## src/rtl/tff_toggle_debouncer.sv

```systemverilog
// Debounces a raw asynchronous push-button into a one-cycle toggle request
// for a downstream T flip-flop, and also exports the debounced level and a
// wrapping count of enabled presses.
//
// Ports:
//   clk         system clock
//   rst_n       asynchronous active-low reset
//   btn_in      raw, bouncy, asynchronous button input
//   en          pulse enable; when 0, t_pulse and press_count are held off
//   t_pulse     one-clock toggle request per accepted, enabled press
//   btn_level   debounced button level
//   press_count wrapping count of accepted, enabled presses
//   state_dbg   current debounce FSM state
module tff_toggle_debouncer #(
    parameter int SYNC_STAGES = 2,
    parameter int DB_CYCLES   = 16,
    parameter int CW          = 5
) (
    input  logic       clk,
    input  logic       rst_n,
    input  logic       btn_in,
    input  logic       en,
    output logic       t_pulse,
    output logic       btn_level,
    output logic [7:0] press_count,
    output logic [1:0] state_dbg
);

    localparam logic [1:0] IDLE         = 2'b00;
    localparam logic [1:0] PRESS_WAIT   = 2'b01;
    localparam logic [1:0] PRESSED      = 2'b10;
    localparam logic [1:0] RELEASE_WAIT = 2'b11;

    localparam logic [CW-1:0] CNT_MAX = CW'(DB_CYCLES - 1);

    logic [SYNC_STAGES-1:0] sync;
    logic                   raw_s;
    logic [1:0]             state;
    logic [1:0]             state_nx;
    logic [CW-1:0]          cnt;
    logic [CW-1:0]          cnt_nx;
    logic                   accept;

    assign raw_s     = sync[SYNC_STAGES-1];
    assign state_dbg = state;

    // Only the last stage is used; earlier stages resolve metastability.
    always_ff @(posedge clk or negedge rst_n) begin
        if (!rst_n) begin
            sync <= '0;
        end else begin
            sync <= {sync[SYNC_STAGES-2:0], btn_in};
        end
    end

    // One counter serves both the press and the release qualification;
    // reaching CNT_MAX always forces a state change, so it cannot overflow.
    always_comb begin
        state_nx = state;
        cnt_nx   = cnt;
        accept   = 1'b0;
        case (state)
            IDLE: begin
                if (raw_s) begin
                    state_nx = PRESS_WAIT;
                    cnt_nx   = '0;
                end
            end
            PRESS_WAIT: begin
                if (!raw_s) begin
                    state_nx = IDLE;
                    cnt_nx   = '0;
                end else if (cnt == CNT_MAX) begin
                    state_nx = PRESSED;
                    accept   = 1'b1;
                end else begin
                    cnt_nx = cnt + 1'b1;
                end
            end
            PRESSED: begin
                if (!raw_s) begin
                    state_nx = RELEASE_WAIT;
                    cnt_nx   = '0;
                end
            end
            RELEASE_WAIT: begin
                // A bounce back to 1 returns to PRESSED without a new pulse.
                if (raw_s) begin
                    state_nx = PRESSED;
                end else if (cnt == CNT_MAX) begin
                    state_nx = IDLE;
                end else begin
                    cnt_nx = cnt + 1'b1;
                end
            end
            default: begin
                state_nx = IDLE;
                cnt_nx   = '0;
            end
        endcase
    end

    always_ff @(posedge clk or negedge rst_n) begin
        if (!rst_n) begin
            state       <= IDLE;
            cnt         <= '0;
            t_pulse     <= 1'b0;
            btn_level   <= 1'b0;
            press_count <= 8'd0;
        end else begin
            state     <= state_nx;
            cnt       <= cnt_nx;
            t_pulse   <= accept & en;
            btn_level <= state_nx[1];
            if (accept && en) begin
                press_count <= press_count + 8'd1;
            end
        end
    end

endmodule

```

## config.mk

```make
export PLATFORM = sky130hd
export DESIGN_NAME = tff_toggle_debouncer
export DESIGN_NICKNAME = d
export VERILOG_FILES = /design/src/rtl/tff_toggle_debouncer.sv
export SDC_FILE = /design/constraint.sdc
export NUM_CORES = 1
export LEC_CHECK = 0
export BUFFER_PORTS_ARGS = -buffer_cell sky130_fd_sc_hd__buf_2
export CORE_MARGIN = 2
export CORE_UTILIZATION = 50
export CTS_CLUSTER_SIZE = 20
export DETAILED_ROUTE_END_ITERATION = 16
export PLACE_DENSITY = 0.84
export SYNTH_ARGS = -nofsm -noshare
export SYNTH_HDL_FRONTEND = slang
export SYNTH_SLANG_ARGS = --single-unit
```

## constraint.sdc

```tcl
create_clock -name clk -period 1.7 [get_ports clk]
set_input_delay 0.34 -clock clk [delete_from_list [all_inputs] [get_ports clk]]
set_output_delay 0.34 -clock clk [all_outputs]
set_load 0.1 [all_outputs]
```

==> key figures <==
Min path
  – Min-Delay Startpoint: btn_in
  – Hold Crit Depth: 1
  – Hold Path Class: in -> reg
  – WHS Endpoint: sync[0]$_DFF_PN0_

Place
  – Detail Placement HPWL: 1340 um
  – Worst slack, placed: between 0.15 and 0.2 ns
  – Port Buf Inserts: 15
  – Post-DP Area: ~0.0011 sq mm
  – GP Congestion: around 0.8

Final layout
  – Area grow syn2layout: 17.4%
  – Commonest non-fill, non-tap cell in the layout: buf_2
  – Design Area, Final: roughly 0.0011 sq mm
  – Final #Nets: approximately 120
  – Most frequent cells in the layout: buf_2, dfrtp_1
  – Layout cells sized above 1: slightly above 30%
  – Diode count: 0

Clock tree
  – Root buffer cell: clkbuf_4
  – Htree depth: 1
  – CTS tree: done
  – Clock buffer depth: 2
  – Number of post-CTS setup repair buffers: 0
  – Worst skew pair latency: approximately 0.28 ns
  – Clock-pin slew on the worst setup and hold paths: approximately 0.1 ns
  – CTS buffer count: 3
  – Clk sinks: 18

Setup path
  – CP Class: reg -> out
  – R2R Setup Slk: roughly 0.15 ns
  – Setup crit end kind: output pin
  – FF-to-FF path depth: 4
  – Crit-path max FO: 15
  – Required time worst endpoint: 1.36 ns
  – Crit path DAT: around 1.3 ns
  – Reg2reg end: press_count[1]$_DFFE_PN0P_
  – Reg-to-Reg Start: cnt[1]$_DFFE_PN0P_
  – Startpoint Class: flop

Detailed routing
  – Via count of the routed design: roughly 760
  – Via/cell ratio: approximately 5.6
  – WL/cell: around 14 um
  – Post-route ant nets: 0
  – Drt drc: 0
  – Initial drt markers: 11
  – Routed WL: 1900 um
  – Pre-antenna DRT Iters: 4

Synth
  – Simple-Gate Fraction of Synth Area: a little under a quarter
  – Proportion of synthesized area in mux cells: under 10%
  – Syn. warnings: 0
  – Synthesized instance count: between 90 and 100
  – Synthesized flop and latch total: 18
  – Post-synth ARST share: 100%
  – Sequential share of the synthesized area: between 40% and 50%
  – Synth Area in Adders: about 2.7%
  – Synth Net Count: between 90 and 100
  – Syn_area_per_cell: just over 10 sq um
  – Largest family of logic cells by synthesized area: simple AND/OR/NAND/NOR gates
  – Yosys cell types: 34
  – Post-Synth XOR/XNOR Area: ~7.4%
  – Post-synth EDFFs: 0
  – Compound-Gate Fraction of Synth Area: 13.1%
  – Top FF cell, synth: dfrtp_1
  – Mapped Area: 943 sq um

Floorplan
  – IO Count: 16
  – Area of the core: 0.00175 sq mm
  – Total die area: 0.00225 sq mm
  – Die Ht: between 40 and 50 um
  – Initial core utilization: between 50% and 60%
  – Die Width: approximately 47 um
  – FP Rows: 15

STA
  – Worst slew pin tran: about 0.5 ns
  – RSZ-0062 raised after global routing: no
  – Fmax: 0.618 GHz
  – Setup ws final: roughly 0.082 ns
  – Max-Slew Margin vs Limit: between 60% and 70%
  – Hold Fails Final Rpt: 0
  – Endpoints failing setup: 0
  – Count of final max-slew check failures: 0
  – Fin crit share: a little over nine tenths
  – Final Critical Period: 1.62 ns
  – TNS Setup: 0 ns
  – Clock skew: around 0.0044 ns

Power
  – Peak supply drop: roughly 0.58 mV
  – Leak: between 0.0005 and 0.0006 uW
  – Pwr Density: between 600 and 700 mW/mm^2

Run
  – Max-cap viol count: 0

Outcome
  – Status: complete, no violations

GRT
  – Vias in the first global route: between 600 and 700
  – Largest net degree at the start of global routing: 19
  – Initial antenna violation count: 0
  – All-Layer GR Usage: roughly 19%
  – Global-route wire length before repair: 2980 um
  – Total gr overflow: 0
-- critical path: stages, from the launching register on --
cell and delay (ns):
dfrtp_2 0.36, buf_4 0.18, buf_2 0.45
-- how the worst max path moves through the flow --
stage                                           from                    endpoint  slack [ns]  cells past startpoint
final                                           flop                   btn_level        0.08                      2
after global routing                            flop                   btn_level        0.02                      2
after CTS                                       flop                state_dbg[1]        0.07                      2
after detailed placement          cnt[1]$_DFFE_PN0P_  press_count[1]$_DFFE_PN0P_        0.16                      4
after global placement            cnt[0]$_DFFE_PN0P_  press_count[1]$_DFFE_PN0P_        0.23                      4
after floorplan           press_count[5]$_DFFE_PN0P_  press_count[7]$_DFFE_PN0P_       0.005                      3
-- registers in the layout, indices dropped and copies added (netlist names), named ones only --
| signal | count |
|---|---|
| sync | 2 |
| press_count | 8 |
| state_dbg | 1 |
| t_pulse | 1 |
| cnt | 5 |
-- metal layers --
layer / track usage (%) / vias up / share of wire, %
li1: - / 370 / -
met2: 31.6 / 15 / 49
met3: 5.66 / 4 / 3.2
met5: 0 / - / 0
met4: 7.78 / 0 / 1.5
met1: 24.0 / 374 / 46
-- cells in the mapped netlist (all sizes together) (3+ instances only) --
cell type	instances	area share, %
a21oi	7	3.7
and3	3	2.0
buf	4	2.5
dfrtp	18	48
inv	4	1.6
nand2	7	2.8
nand3	7	3.7
nor2	6	2.4
nor2b	3	2.0
o221ai	3	2.8
xnor2	7	6.5
-- final cells by class --
| class | instances | area, sq um |
|---|---|---|
| tap | 25 | 31.3 |
| sequential | 18 | 459 |
| clock buffer | 4 | 36.3 |
| multi-input combinational | 66 | 450 |
| timing repair buffer | 20 | 115 |
| fill | 133 | 638 |
| inverter | 4 | 15.0 |
-- metrics by stage --
step	util [%]	instances	power [uW]	hold slack [ns]
after floorplan	-	93	488	0.0444
after global placement	60.8	132	507	0.287
after detailed placement	60.8	132	510	0.293
after CTS	63.4	137	764	0.154
after global routing	63.4	137	792	0.139
final	63.4	137	760	0.158
-- power breakdown --
part / switching, uW / total [uW] / leakage, uW / internal (uW)
registers: 8.78 / 445 / 0.000236 / 436
logic: 39.3 / 58.8 / 0.000283 / 19.5
clock network: 126 / 256 / 0.0000210 / 130
total: 174 / 760 / 0.000540 / 586
-- cells by family after synthesis --
family	Yosys count
and+or+nand+nor	37
AOI/OAI and AO/OA	18
DFF	18
buffers and inverters	9
xor gates and xnor gates	8
adders and majority gates	2
muxes	1
-- what timing repair did --
item / 4_1_cts / 5_1_grt
endpoints found under the hold margin: 18 / 0
hold buffers: 1 / 0
resized for setup: 0 / 0
Power figures use the tool's default switching activity.
